## config.mk

```make
export PLATFORM = sky130hd
export DESIGN_NAME = alex_spi_receiver
export DESIGN_NICKNAME = d
export VERILOG_FILES = /design/src/rtl/alex_spi_receiver.sv
export SDC_FILE = /design/constraint.sdc
export NUM_CORES = 1
export LEC_CHECK = 0
export CORE_ASPECT_RATIO = 1.75
export CORE_MARGIN = 2
export CORE_UTILIZATION = 55
export DETAILED_ROUTE_END_ITERATION = 12
export DONT_BUFFER_PORTS = 1
export PLACE_DENSITY = 0.82
export SETUP_SLACK_MARGIN = 0.1
export SLEW_MARGIN = 20
export SYNTH_ARGS = -nofsm -noshare
export SYNTH_HDL_FRONTEND = slang
export SYNTH_SLANG_ARGS = --single-unit
```

## constraint.sdc

```tcl
create_clock -name clock -period 2.5 [get_ports clock]
set_input_delay 0.25 -clock clock [delete_from_list [all_inputs] [get_ports clock]]
set_output_delay 0.25 -clock clock [all_outputs]
set_load 0.05 [all_outputs]
```

## src/rtl/alex_spi_receiver.sv

```systemverilog
// Alex-board receiver for the Mercury -> Alex SPI control link.
// Oversamples SPI_data/SPI_clock and the two load strobes in the local
// clock domain, assembles 16-bit Tx and Rx words and decodes them into
// filter, antenna, attenuator, preamp and relay drives.
module alex_spi_receiver #(
    parameter int TIMEOUT_CYCLES = 4096,
    parameter int SYNC_STAGES    = 2
) (
    input  logic        clock,
    input  logic        reset,
    input  logic        SPI_data,
    input  logic        SPI_clock,
    input  logic        Tx_load_strobe,
    input  logic        Rx_load_strobe,
    output logic [15:0] tx_word,
    output logic [15:0] rx_word,
    output logic        tx_update,
    output logic        rx_update,
    output logic        frame_error,
    output logic [6:0]  LPF,
    output logic [2:0]  ANT,
    output logic        TR_relay,
    output logic        Tx_red_led,
    output logic [5:0]  HPF,
    output logic        _10dB_atten,
    output logic        _20dB_atten,
    output logic        Rx_1_out,
    output logic        Rx_1_in,
    output logic        Rx_2_in,
    output logic        Transverter,
    output logic        _6m_preamp,
    output logic        Rx_red_led,
    output logic        link_ok
);

    // Never fewer than two synchroniser flops, whatever the caller asks for.
    localparam int SS = (SYNC_STAGES < 2) ? 2 : SYNC_STAGES;
    localparam int TW = $clog2(TIMEOUT_CYCLES + 1);

    typedef enum logic [1:0] {
        S_IDLE    = 2'd0,   // bit count 0
        S_SHIFT   = 2'd1,   // bit count 1..16
        S_OVERRUN = 2'd2    // bit count saturated at 17
    } state_t;

    logic [SS-1:0] r_data_sync;
    logic [SS-1:0] r_sclk_sync;
    logic [SS-1:0] r_txs_sync;
    logic [SS-1:0] r_rxs_sync;

    logic          r_sclk_d;
    logic          r_txs_d;
    logic          r_rxs_d;
    logic          r_data_d;
    logic          r_sclk_rise;
    logic          r_tx_rise;
    logic          r_rx_rise;

    state_t        r_state;
    state_t        w_state_next;
    logic [4:0]    r_bit_cnt;
    logic [4:0]    w_cnt_next;
    logic [TW-1:0] r_tmo;
    logic [TW-1:0] w_tmo_next;
    logic [15:0]   r_shreg;
    logic          w_shift;
    logic          w_tx_load;
    logic          w_rx_load;
    logic          w_ferr;

    logic [15:0]   r_tx_word;
    logic [15:0]   r_rx_word;
    logic          r_tx_update;
    logic          r_rx_update;
    logic          r_frame_error;

    // Synchronise every link input and register the rising-edge pulses;
    // data is delayed one extra flop so it lines up with the clock pulse.
    always_ff @(posedge clock or posedge reset) begin
        if (reset) begin
            r_data_sync <= '0;
            r_sclk_sync <= '0;
            r_txs_sync  <= '0;
            r_rxs_sync  <= '0;
            r_sclk_d    <= 1'b0;
            r_txs_d     <= 1'b0;
            r_rxs_d     <= 1'b0;
            r_data_d    <= 1'b0;
            r_sclk_rise <= 1'b0;
            r_tx_rise   <= 1'b0;
            r_rx_rise   <= 1'b0;
        end else begin
            r_data_sync <= {r_data_sync[SS-2:0], SPI_data};
            r_sclk_sync <= {r_sclk_sync[SS-2:0], SPI_clock};
            r_txs_sync  <= {r_txs_sync[SS-2:0],  Tx_load_strobe};
            r_rxs_sync  <= {r_rxs_sync[SS-2:0],  Rx_load_strobe};
            r_sclk_d    <= r_sclk_sync[SS-1];
            r_txs_d     <= r_txs_sync[SS-1];
            r_rxs_d     <= r_rxs_sync[SS-1];
            r_data_d    <= r_data_sync[SS-1];
            r_sclk_rise <= r_sclk_sync[SS-1] & ~r_sclk_d;
            r_tx_rise   <= r_txs_sync[SS-1]  & ~r_txs_d;
            r_rx_rise   <= r_rxs_sync[SS-1]  & ~r_rxs_d;
        end
    end

    // Frame FSM state register together with bit and idle counters.
    always_ff @(posedge clock or posedge reset) begin
        if (reset) begin
            r_state   <= S_IDLE;
            r_bit_cnt <= '0;
            r_tmo     <= '0;
        end else begin
            r_state   <= w_state_next;
            r_bit_cnt <= w_cnt_next;
            r_tmo     <= w_tmo_next;
        end
    end

    // Next-state logic: strobes beat a coincident SPI_clock edge, both
    // strobes together are an error, idle time mid-word drops the count.
    always_comb begin
        w_cnt_next   = r_bit_cnt;
        w_tmo_next   = r_tmo;
        w_state_next = r_state;
        w_shift      = 1'b0;
        w_tx_load    = 1'b0;
        w_rx_load    = 1'b0;
        w_ferr       = 1'b0;

        if (r_tx_rise && r_rx_rise) begin
            w_ferr     = 1'b1;
            w_cnt_next = '0;
            w_tmo_next = '0;
        end else if (r_tx_rise || r_rx_rise) begin
            if (r_bit_cnt == 5'd16) begin
                w_tx_load = r_tx_rise;
                w_rx_load = r_rx_rise;
            end else begin
                w_ferr = 1'b1;
            end
            w_cnt_next = '0;
            w_tmo_next = '0;
        end else if (r_sclk_rise) begin
            w_shift    = 1'b1;
            w_tmo_next = '0;
            if (r_state != S_OVERRUN) begin
                w_cnt_next = 5'(r_bit_cnt + 5'd1);
            end
        end else if (r_state != S_IDLE) begin
            if (r_tmo == TW'(TIMEOUT_CYCLES - 1)) begin
                w_cnt_next = '0;
                w_tmo_next = '0;
            end else begin
                w_tmo_next = TW'(r_tmo + 1'b1);
            end
        end

        case (w_cnt_next)
            5'd0:    w_state_next = S_IDLE;
            5'd17:   w_state_next = S_OVERRUN;
            default: w_state_next = S_SHIFT;
        endcase
    end

    // Shift register, held words and one-clock status pulses.
    always_ff @(posedge clock or posedge reset) begin
        if (reset) begin
            r_shreg       <= '0;
            r_tx_word     <= '0;
            r_rx_word     <= '0;
            r_tx_update   <= 1'b0;
            r_rx_update   <= 1'b0;
            r_frame_error <= 1'b0;
        end else begin
            if (w_shift) begin
                r_shreg <= {r_shreg[14:0], r_data_d};
            end
            if (w_tx_load) begin
                r_tx_word <= r_shreg;
            end
            if (w_rx_load) begin
                r_rx_word <= r_shreg;
            end
            r_tx_update   <= w_tx_load;
            r_rx_update   <= w_rx_load;
            r_frame_error <= w_ferr;
        end
    end

    assign tx_word     = r_tx_word;
    assign rx_word     = r_rx_word;
    assign tx_update   = r_tx_update;
    assign rx_update   = r_rx_update;
    assign frame_error = r_frame_error;

    assign LPF         = {r_tx_word[15:13], r_tx_word[7:4]};
    assign ANT         = r_tx_word[10:8];
    assign TR_relay    = r_tx_word[11];
    assign Tx_red_led  = r_tx_word[12];

    assign HPF         = {r_rx_word[12], r_rx_word[6:4], r_rx_word[2:1]};
    assign _10dB_atten = r_rx_word[14];
    assign _20dB_atten = r_rx_word[13];
    assign Rx_1_out    = r_rx_word[11];
    assign Rx_1_in     = r_rx_word[10];
    assign Rx_2_in     = r_rx_word[9];
    assign Transverter = r_rx_word[8];
    assign _6m_preamp  = r_rx_word[3];
    assign Rx_red_led  = r_rx_word[15];

    assign link_ok     = r_tx_word[3] & r_rx_word[0];

endmodule

```

==> impl_metrics.csv, run 1 <==
group,metric,value,unit
clocking,cts_hold_buffers,5,
clocking,post_cts_buffers,0,
layout,multi_input_area,0.00125,sq mm
grt,grt-ovfl-total,0,
grt,grt_max_degree,37,
clocking,h-tree-depth,3,
sta,slew_viol_final,0,
min_path,hold_class,"reg -> reg",
flow_run,drv_cap,0,
power,p_leak,1.87,nW
floorplanning,rows,39,
placement,gp_congestion,0.920,
routing,drc,0,
floorplanning,start_util,56.4,%
run_status,status,"finished, final reports clean",
logic_synthesis,netlist.area_leader.share,58.8,%
routing,wl_met2,3.43,mm
routing,drtAntennaViolNets,0,
floorplanning,fp.dieW,65.6,microns
logic_synthesis,ys.flop_type,"dfrtp_1",
placement,dpl-instance-area,0.00358,sq mm
sta,tightest_slew,0.917,ns
clocking,root_buffer,"clkbuf_16",
placement,dp_cells,340,
layout,drive_gt1_share,26.5,%
logic_synthesis,ys_seq_elements,86,
sta,setup_viol,0,
sta,holdWs,0.347,ns
placement,port_buffers,0,
floorplanning,die_area,0.00734,sq mm
layout,area_delta_synth_final,7.36,%
logic_synthesis,async_flop_share,100,%
routing,drt_first_pass_iters,4,
floorplanning,die_h,112,microns
routing,num_vias,2112,
grt,gr-usage-all-layers,18.7,%
routing,wl_met3,278,microns
sta,hold_viol,0,
routing,routed_via_density,5.85,
sta,relSlewSlack,38.8,%
layout,regArea,0.00215,sq mm
clocking,cts.sinks,86,
floorplanning,fp.coreArea,0.00649,sq mm
clocking,clkTransAtPathRegs,0.06,ns
routing,wl,6.33,mm
worst_setup_path,cp.required,2.71,ns
clocking,clock_latency,0.33,ns
sta,final.setup_skew,0.00975,ns
sta,fin_ws,0.328,ns
logic_synthesis,synth_nets,296,
placement,pre_cts_slack,0.349,ns
clocking,clockBufferDepth,2,
worst_setup_path,worstSetupStartpointType,"register",
layout,fin_cells,361,
grt,grt_pass1_wl,10.5,mm
logic_synthesis,synth-edff-count,0,
grt,grt_pass1_vias,2283,
logic_synthesis,ys_top_cells_by_area,"dfrtp_1 (59%), mux2_2 (15%), buf_4 (5.3%)",
logic_synthesis,netlist_instances,287,
worst_setup_path,r2r_slack,0.33,ns
routing,first_iter_violations,191,
logic_synthesis,seq_area_frac_synth,58.8,%
logic_synthesis,synth.avg_cell_area,12.7,sq um
clocking,cts.repair.resized,0,
logic_synthesis,ys_warn_count,0,
clocking,cts_tree,"done",
routing,wl_per_cell,17.5,microns
logic_synthesis,synth_cell_types,39,
layout,diodes,0,
worst_setup_path,worst_setup_path_end_kind,"register",
grt,antenna_found_initial,0,
layout,fill_cells,478,
layout,fin_nets,283,
placement,dpl.hpwl,4.21,mm
sta,fin_crit_sh,86.9,%
sta,period_minus_slack,2.17,ns
worst_setup_path,crit_fanout,17,
sta,rsz0062_at_grt,"false",
routing,drt-met1-wl,2.48,mm
sta,fin_tns_setup,0,ns
layout,fin_area,0.00393,sq mm
floorplanning,pin_count,68,
power,ir_drop,0.656,mV
routing,maxUsedRoutingLayer,"met4",
sta,clock.fmax,460,MHz
logic_synthesis,synth_top_area_cell,"dfrtp_1",
clocking,numCtsBuffers,9,
power,powerDensity,785,mW/mm^2
worst_setup_path,path_class,"reg -> reg",
worst_setup_path,critPathArrivalTime,2.39,ns
logic_synthesis,netlist_area,0.00366,sq mm
## flip-flops by register name (all words and copies together), names as in the netlist
name / count
rx_update: 1
r_rx_rise: 1
r_data_d: 1
r_data_sync: 2
tx_update: 1
r_sclk_d: 1
r_txs_sync: 2
rx_word: 16
tx_word: 16
r_sclk_sync: 2
frame_error: 1
r_tmo: 13
r_tx_rise: 1
r_rxs_d: 1
r_bit_cnt: 5
r_shreg: 16
r_state: 2
r_rxs_sync: 2
r_txs_d: 1
r_sclk_rise: 1
## power breakdown
| group | switching [mW] | internal [mW] | total (mW) | leakage, nW |
|---|---|---|---|---|
| clock | 0.526 | 0.778 | 1.30 | 0.135 |
| combinational | 0.0974 | 0.102 | 0.199 | 0.578 |
| sequential | 0.0936 | 1.48 | 1.58 | 1.15 |
## worst paths after layout
| path | to | start | cells past startpoint |
|---|---|---|---|
| setup / recovery | tx_word[10] | r_bit_cnt[0] | 5 |
| hold / removal | r_data_d | r_data_sync[1] | 0 |
| setup reg to reg | tx_word[10] | r_bit_cnt[0] | 5 |
| hold reg to reg | r_data_d | r_data_sync[1] | 0 |
| max in group asynchronous | r_sclk_d | reset | 3 |
| min in group asynchronous | r_sclk_rise | reset | 2 |
## cell usage in the layout (no fill, tap or decap), types with 3 or more instances in the layout
cell | Yosys | routed
nand4_1 | 6 | 6
clkinvlp_4 | 0 | 4
nand2_1 | 12 | 12
or3_1 | 6 | 6
xnor2_1 | 3 | 3
nand3_1 | 4 | 4
nand2b_1 | 4 | 4
and3_1 | 6 | 6
buf_4 | 26 | 3
dfrtp_1 | 86 | 86
inv_1 | 8 | 7
ha_1 | 3 | 3
mux2_2 | 48 | 48
nor2b_1 | 5 | 5
a21oi_1 | 5 | 5
o21a_1 | 3 | 3
nor3_1 | 5 | 5
dlygate4sd3_1 | 0 | 5
o21ai_0 | 13 | 13
clkbuf_16 | 0 | 9
nor2_1 | 11 | 11
## final cells by class
type                    instances  area share [%]
flip-flops and latches         86            54.8
well taps                      82            2.61
clock buffers                  10            5.83
inverters                       8           0.860
repair buffers                  9            2.36
clock inverters                 6            1.78
multi-input cells             160            31.7
## synth_stat cells (all sizes together), types with 4 or more instances
cell type	instances
nand4	6
and3	6
mux2	48
nand2	12
nor2	11
nor3	5
a21oi	5
buf	32
nor2b	5
or3	7
nand2b	4
inv	8
dfrtp	86
o21ai	14
nand3	4
## metrics by stage
| step | util [%] | total power [mW] |
|---|---|---|
| 2_1_floorplan | - | 1.73 |
| 3_3_place_gp | 55.1 | 1.78 |
| 3_5_place_dp | 55.1 | 1.80 |
| 4_1_cts | 60.5 | 3.11 |
| 5_1_grt | 60.5 | 3.21 |
| 6_report | 60.5 | 3.08 |
## routing by layer
metal	vias up	GRT usage [%]
li1	948	-
met4	0	10.1
met2	60	31.4
met1	1089	21.5
met3	15	4.04
met5	-	0
## critical path, stage by stage (launching register included)
cell	delay, ns
dfrtp_1	0.43
inv_1	0.14
ha_1	0.17
nand4bb_1	0.14
or3b_1	0.75
mux2_2	0.42
## cells by family (layout without fill, tap and decap cells)
logic type / Yosys count / in the layout / synth area share, %
and+or+nand+nor: 73 / 73 / 11.2
muxes: 50 / 50 / 15.3
adders and majority gates: 3 / 3 / 1.03
xor gates and xnor gates: 6 / 6 / 1.81
DFF: 86 / 86 / 58.8
AOI/OAI and AO/OA: 28 / 28 / 4.72
buffers and inverters: 41 / 33 / 7.08
Power figures use the tool's default switching activity.
==> run 2, diff against run 1 <==
- ABC_AREA: default -> 1
- SLEW_MARGIN: 20 -> 5
==> run 2 against run 1 <==
  * Flip-flop and latch count unchanged
  * First-iteration DRC count is 50% lower
  * Global-route usage is 1.6 points higher
  * Fmax increased by 12%
  * Routed wire length increased by 1.6%
  * Register-to-register slack better by 0.23 ns
  * Clock power grew 4%
==> impl_metrics.csv, run 2 <==
group,metric,value,unit
flow_run,drv_cap,0,
logic_synthesis,synth-edff-count,0,
logic_synthesis,ys_seq_elements,86,
grt,antenna_found_initial,0,
layout,final_common_cell,"nand2_1",
clocking,clkTransAtPathRegs,0.06,ns
power,p_leak,1.93,nW
routing,wl_met2,3.35,mm
logic_synthesis,seq_area_frac_synth,59.2,%
placement,port_buffers,0,
logic_synthesis,ys_top_cells_by_area,"dfrtp_1 (59%), nand2_1 (9.6%), o21ai_0 (7.2%)",
sta,relSlewSlack,38.1,%
logic_synthesis,netlist.area_leader.share,59.2,%
routing,wl_per_cell,13.6,microns
clocking,clockBufferDepth,2,
worst_setup_path,crit_path_end,"rx_word[14]",
placement,dp_cells,453,
power,finalPower,3.01,mW
worst_setup_path,cp.required,2.68,ns
sta,rsz0062_at_grt,"false",
worst_setup_path,reg2reg_depth,7,
routing,wl,6.44,mm
run_status,status,"finished, final reports clean",
layout,postLayoutCoreUtil,62.3,%
floorplanning,pin_count,68,
sta,tightest_slew,0.928,ns
routing,drtAntennaViolNets,0,
logic_synthesis,netlist_area,0.00364,sq mm
layout,fin_cells,474,
floorplanning,rows,39,
routing,wl_met3,311,microns
worst_setup_path,r2r_end,"rx_word[14]",
logic_synthesis,synth_top_area_cell,"dfrtp_1",
grt,grt_max_degree,55,
grt,grt_pass1_wl,11.1,mm
floorplanning,start_util,56.4,%
layout,fill_cells,536,
floorplanning,die_h,112,microns
routing,first_iter_violations,96,
worst_setup_path,rr_startpoint,"r_bit_cnt[1]",
layout,final_cell_mix,"nand2_1 (93), dfrtp_1 (86), inv_1 (52), o21ai_0 (52), nor2_1 (20)",
sta,final.setup_skew,0.00481,ns
layout,area_delta_synth_final,10.3,%
floorplanning,fp.dieW,65.5,microns
sta,period_minus_slack,1.94,ns
logic_synthesis,synth_nets,397,
logic_synthesis,ys.flop_type,"dfrtp_1",
grt,grt-ovfl-total,0,
sta,hold_viol,0,
worst_setup_path,worst_setup_path_end_kind,"register",
min_path,hold_class,"reg -> reg",
sta,slew_viol_final,0,
placement,dpl.hpwl,4.47,mm
layout,drive_gt1_share,12.8,%
worst_setup_path,crit_fanout,32,
floorplanning,die_area,0.00730,sq mm
worst_setup_path,crit_start,"r_bit_cnt[1]",
power,ir_drop,0.613,mV
power,powerDensity,750,mW/mm^2
worst_setup_path,critPathArrivalTime,2.12,ns
grt,gr-usage-all-layers,20.2,%
logic_synthesis,ys_warn_count,0,
logic_synthesis,ys_top_cells_by_count,"nand2_1 (93), dfrtp_1 (86), inv_1 (53), o21ai_0 (52), buf_4 (26)",
logic_synthesis,async_flop_share,100,%
logic_synthesis,synth.avg_cell_area,9.37,sq um
routing,drt-met1-wl,2.59,mm
clocking,cts_tree,"done",
worst_setup_path,r2r_slack,0.56,ns
routing,drt_first_pass_iters,4,
sta,fin_crit_sh,77.5,%
worst_setup_path,path_class,"reg -> reg",
logic_synthesis,synth.most_common_cell,"nand2_1",
clocking,h-tree-depth,3,
floorplanning,fp.coreArea,0.00644,sq mm
clocking,root_buffer,"clkbuf_16",
logic_synthesis,netlist_instances,388,
clocking,clock_latency,0.34,ns
sta,fin_tns_setup,0,ns
routing,routed_via_density,5.08,
sta,clock.fmax,516,MHz
routing,drc,0,
logic_synthesis,synth_cell_types,29,
routing,num_vias,2407,
layout,diodes,0,
worst_setup_path,worstSetupStartpointType,"register",
clocking,post_cts_buffers,0,
clocking,numCtsBuffers,9,
clocking,cts.sinks,86,
layout,fin_nets,396,
grt,grt_pass1_vias,2456,
routing,maxUsedRoutingLayer,"met4",
sta,setup_viol,0,
placement,gp_congestion,0.786,
-- run 2: changes by cell type in the layout (fill, tap and decap cells not counted), sizes merged, moves of 14 or more --
cell	delta
nand2	+86
o21ai	+38
inv	+47
buf	+14
nor2	+15
mux2	-48
-- run 2: kinds of logic (layout without fill, tap and decap cells) --
family                   count (synthesis)  after routing  share of synthesized area (%)
XOR/XNOR                                 7              7                           1.69
AND/OR/NAND/NOR                        141            141                           16.9
AO/OA/AOI/OAI                           61             61                           9.02
flip-flops                              86             86                           59.2
adder cells (fa/ha/maj)                  3              3                           1.03
buffers and inverters                   90             94                           12.2
-- run 2: repair_timing --
action,4_1_cts,5_1_grt
resized for setup,0,0
endpoints found under the hold margin,36,0
hold buffers,5,0
-- run 2: report_power, final --
group          internal (mW)  switching, mW  total [mW]
registers               1.45         0.0389        1.49
logic                 0.0452          0.117       0.162
clock network          0.828          0.526        1.35
total                   2.33          0.682        3.01
-- run 2: area by class of cell --
class                   instances  area [sq um]  share of cell area, %
clock inverters                 5          56.3                   1.40
flip-flops and latches         86          2150                   53.6
clock buffers                  11           253                   6.30
inverters                      55           210                   5.24
multi-input cells             212          1040                   25.9
repair buffers                 23           198                   4.93
well taps                      82           103                   2.56
-- run 2: how the worst min path moves through the flow --
stage | slack, ns | endpoint | depth (start not counted) | from
after floorplan | 0.28 | r_data_sync[0] | 0 | SPI_data
after global placement | 0.25 | r_txs_sync[0] | 1 | reset
after detailed placement | 0.26 | r_txs_sync[0] | 1 | reset
after CTS | 0.35 | r_rxs_sync[1] | 0 | r_rxs_sync[0]
after global routing | 0.36 | r_txs_sync[1] | 0 | r_txs_sync[0]
final | 0.35 | r_rxs_sync[1] | 0 | r_rxs_sync[0]
-- run 2: metal layers --
metal | track usage (%) | vias up
li1 | - | 1178
met1 | 24.6 | 1151
met2 | 32.1 | 61
met3 | 6.77 | 17
met4 | 9.58 | 0
met5 | 0 | -
-- run 2: stage by stage --
step	instance area, sq um	setup WS (ns)	hold WS, ns
floorplan	3640	1.03	0.281
global placement	3650	0.696	0.253
detailed placement	3650	0.610	0.261
CTS	4010	0.561	0.351
global route	4010	0.318	0.357
finish	4010	0.562	0.349
-- run 2: critical path, stage by stage (launching register included) --
cell and delay [ns]:
dfrtp_1 0.39, inv_1 0.11, ha_1 0.15, nand4_1 0.15
nor3_1 0.26, inv_1 0.43, nand2_1 0.19, o21ai_0 0.10
==> run 3, diff against run 2 <==
- clock period: 2.5 -> 1.6 ns (I/O delays scaled with it)
==> run 3 against run 2 <==
  * The run now ends with negative setup slack left
  * Utilization rose by 11 points
  * Combinational power is 120% higher
  * Power rose by 74%
  * Worst setup slack got worse by 0.65 ns
  * Flip-flop and latch count did not move
  * Non-clock buffer count rose by 46
  * Critical endpoint is now r_state[0]
  * Largest cell class unchanged
==> impl_metrics.csv, run 3 (synthesis gave the netlist of run 2 again) <==
group,metric,value,unit
placement,gp_congestion,0.878,
floorplanning,rows,39,
layout,final_cell_mix,"dfrtp_1 (86), nand2_1 (59), buf_4 (54), inv_1 (44), nand2_2 (31)",
routing,first_iter_violations,221,
layout,final_common_cell,"dfrtp_1",
worst_setup_path,worst_setup_path_end_kind,"register",
worst_setup_path,worst-path-buf-inv,0,
flow_run,drv_cap,0,
clocking,clkTransAtPathRegs,0.07,ns
worst_setup_path,cp.required,1.84,ns
routing,wl_per_cell,18.0,microns
placement,pre_cts_slack,-0.0689,ns
clocking,cts_tree,"done",
worst_setup_path,crit_path_end,"r_state[0]",
layout,multi_input_area,0.00126,sq mm
worst_setup_path,crit_fanout,4,
min_path,hold_class,"reg -> reg",
routing,routed_via_density,5.51,
worst_setup_path,worstSetupStartpointType,"register",
sta,fin_crit_sh,105,%
routing,wl,9.35,mm
sta,final.setup_skew,0.00985,ns
worst_setup_path,path_depth,12,
grt,grt_max_degree,34,
clocking,cts.sinks,86,
sta,relSlewSlack,59.4,%
worst_setup_path,slowest_stage,"dfrtp_1",
worst_setup_path,path_class,"reg -> reg",
floorplanning,die_h,112,microns
power,ir_drop,0.976,mV
floorplanning,die_area,0.00730,sq mm
routing,drt_first_pass_iters,5,
layout,regArea,0.00215,sq mm
sta,period_minus_slack,1.69,ns
worst_setup_path,cpPeakStageDelay,0.38,ns
run_status,status,"complete, but fails checks",
sta,clock.fmax,593,MHz
floorplanning,fp.coreArea,0.00644,sq mm
sta,setup_viol,6,
layout,postLayoutCoreUtil,73.2,%
power,powerDensity,1110,mW/mm^2
routing,drc,0,
grt,grt_pass1_vias,2815,
sta,rsz0062_at_grt,"true",
worst_setup_path,cp_cell_sequence,"ha_2, nand2_2, nor2_4, nand2_4, nor2_4, nand3_4, nand2_2, nand2_2, nand2_2, nand2_1, nand2_1, nand2_1",
worst_setup_path,rr_startpoint,"r_tmo[0]",
placement,port_buffers,0,
worst_setup_path,critPathArrivalTime,1.93,ns
floorplanning,fp.dieW,65.5,microns
placement,dpl.hpwl,5.11,mm
sta,fin_ws,-0.0872,ns
grt,antenna_found_initial,0,
routing,drtAntennaViolNets,0,
clocking,clockBufferDepth,2,
grt,gr-usage-all-layers,23.1,%
grt,grt_pass1_wl,12.7,mm
sta,slew_viol_final,0,
worst_setup_path,r2r_end,"r_state[0]",
clocking,clock_latency,0.35,ns
clocking,root_buffer,"clkbuf_16",
layout,drive_gt1_share,36.1,%
placement,dpl-instance-area,0.00384,sq mm
worst_setup_path,reg2reg_depth,12,
clocking,h-tree-depth,3,
power,finalPower,5.22,mW
layout,fill_cells,389,
grt,grt-ovfl-total,0,
worst_setup_path,path_delay_family,"simple AND/OR/NAND/NOR gates",
layout,diodes,0,
layout,fin_nets,442,
layout,fin_area,0.00471,sq mm
worst_setup_path,crit_top_cell,"nand2_2",
worst_setup_path,r2r_slack,-0.09,ns
clocking,numCtsBuffers,9,
layout,area_delta_synth_final,29.6,%
routing,num_vias,2866,
floorplanning,pin_count,68,
power,p_leak,2.24,nW
sta,tightest_slew,0.608,ns
run_status,violations,"negative setup slack",
floorplanning,start_util,56.4,%
sta,hold_viol,0,
worst_setup_path,crit_start,"r_tmo[0]",
## run 3: cell types whose count changed in the layout (fill, tap and decap cells not counted), moves of 9 or more
cell / delta
o21ai_2: +9
buf_4: +37
o21ai_0: -33
nand2_2: +27
nand2_1: -34
o21ai_1: +24
## run 3: stage by stage
step	TNS (ns)	hold slack (ns)	instances
final	-0.260	0.353	520
after global routing	-2.11	0.363	520
after CTS	0	0.354	507
after detailed placement	-0.148	0.132	477
after global placement	-0.0135	0.122	477
after floorplan	0	0.191	388
## run 3: final cells by class
| class | instances | area share [%] |
|---|---|---|
| inverter | 55 | 4.46 |
| clock inverter | 6 | 2.84 |
| multi-input combinational | 212 | 26.8 |
| tap | 82 | 2.18 |
| sequential | 86 | 45.7 |
| clock buffer | 10 | 4.86 |
| timing repair buffer | 69 | 13.2 |
## run 3: layer usage
metal | up-vias | global-route usage, % | wire (microns)
met5 | - | 0 | 0
met4 | 0 | 12.2 | 486
met3 | 36 | 5.76 | 432
met2 | 113 | 39.3 | 5180
met1 | 1448 | 26.2 | 3250
li1 | 1269 | - | -
## run 3: how the worst min path moves through the flow
stage,startpoint,endpoint,slack [ns],cells after the start
2_1_floorplan,SPI_data,r_data_sync[0],0.19,0
3_3_place_gp,reset,rx_word[15],0.12,1
3_5_place_dp,reset,rx_word[15],0.13,1
4_1_cts,r_sclk_sync[0],r_sclk_sync[1],0.35,0
5_1_grt,Tx_load_strobe,r_txs_sync[0],0.36,1
6_report,r_data_sync[1],r_data_d,0.35,0
## run 3: where the power goes
part           internal [mW]  switching (mW)  leakage [nW]
registers               2.27          0.0672          1.16
clock network           1.68           0.849         0.177
logic                  0.110           0.243         0.906
## run 3: repair_timing
action,CTS,global route
pin swaps,9,13
hold buffers,5,0
buffers inserted,9,9
gates cloned,0,4
hold endpoints to repair,26,0
endpoints found under the setup margin,41,52
gates resized for setup,22,94
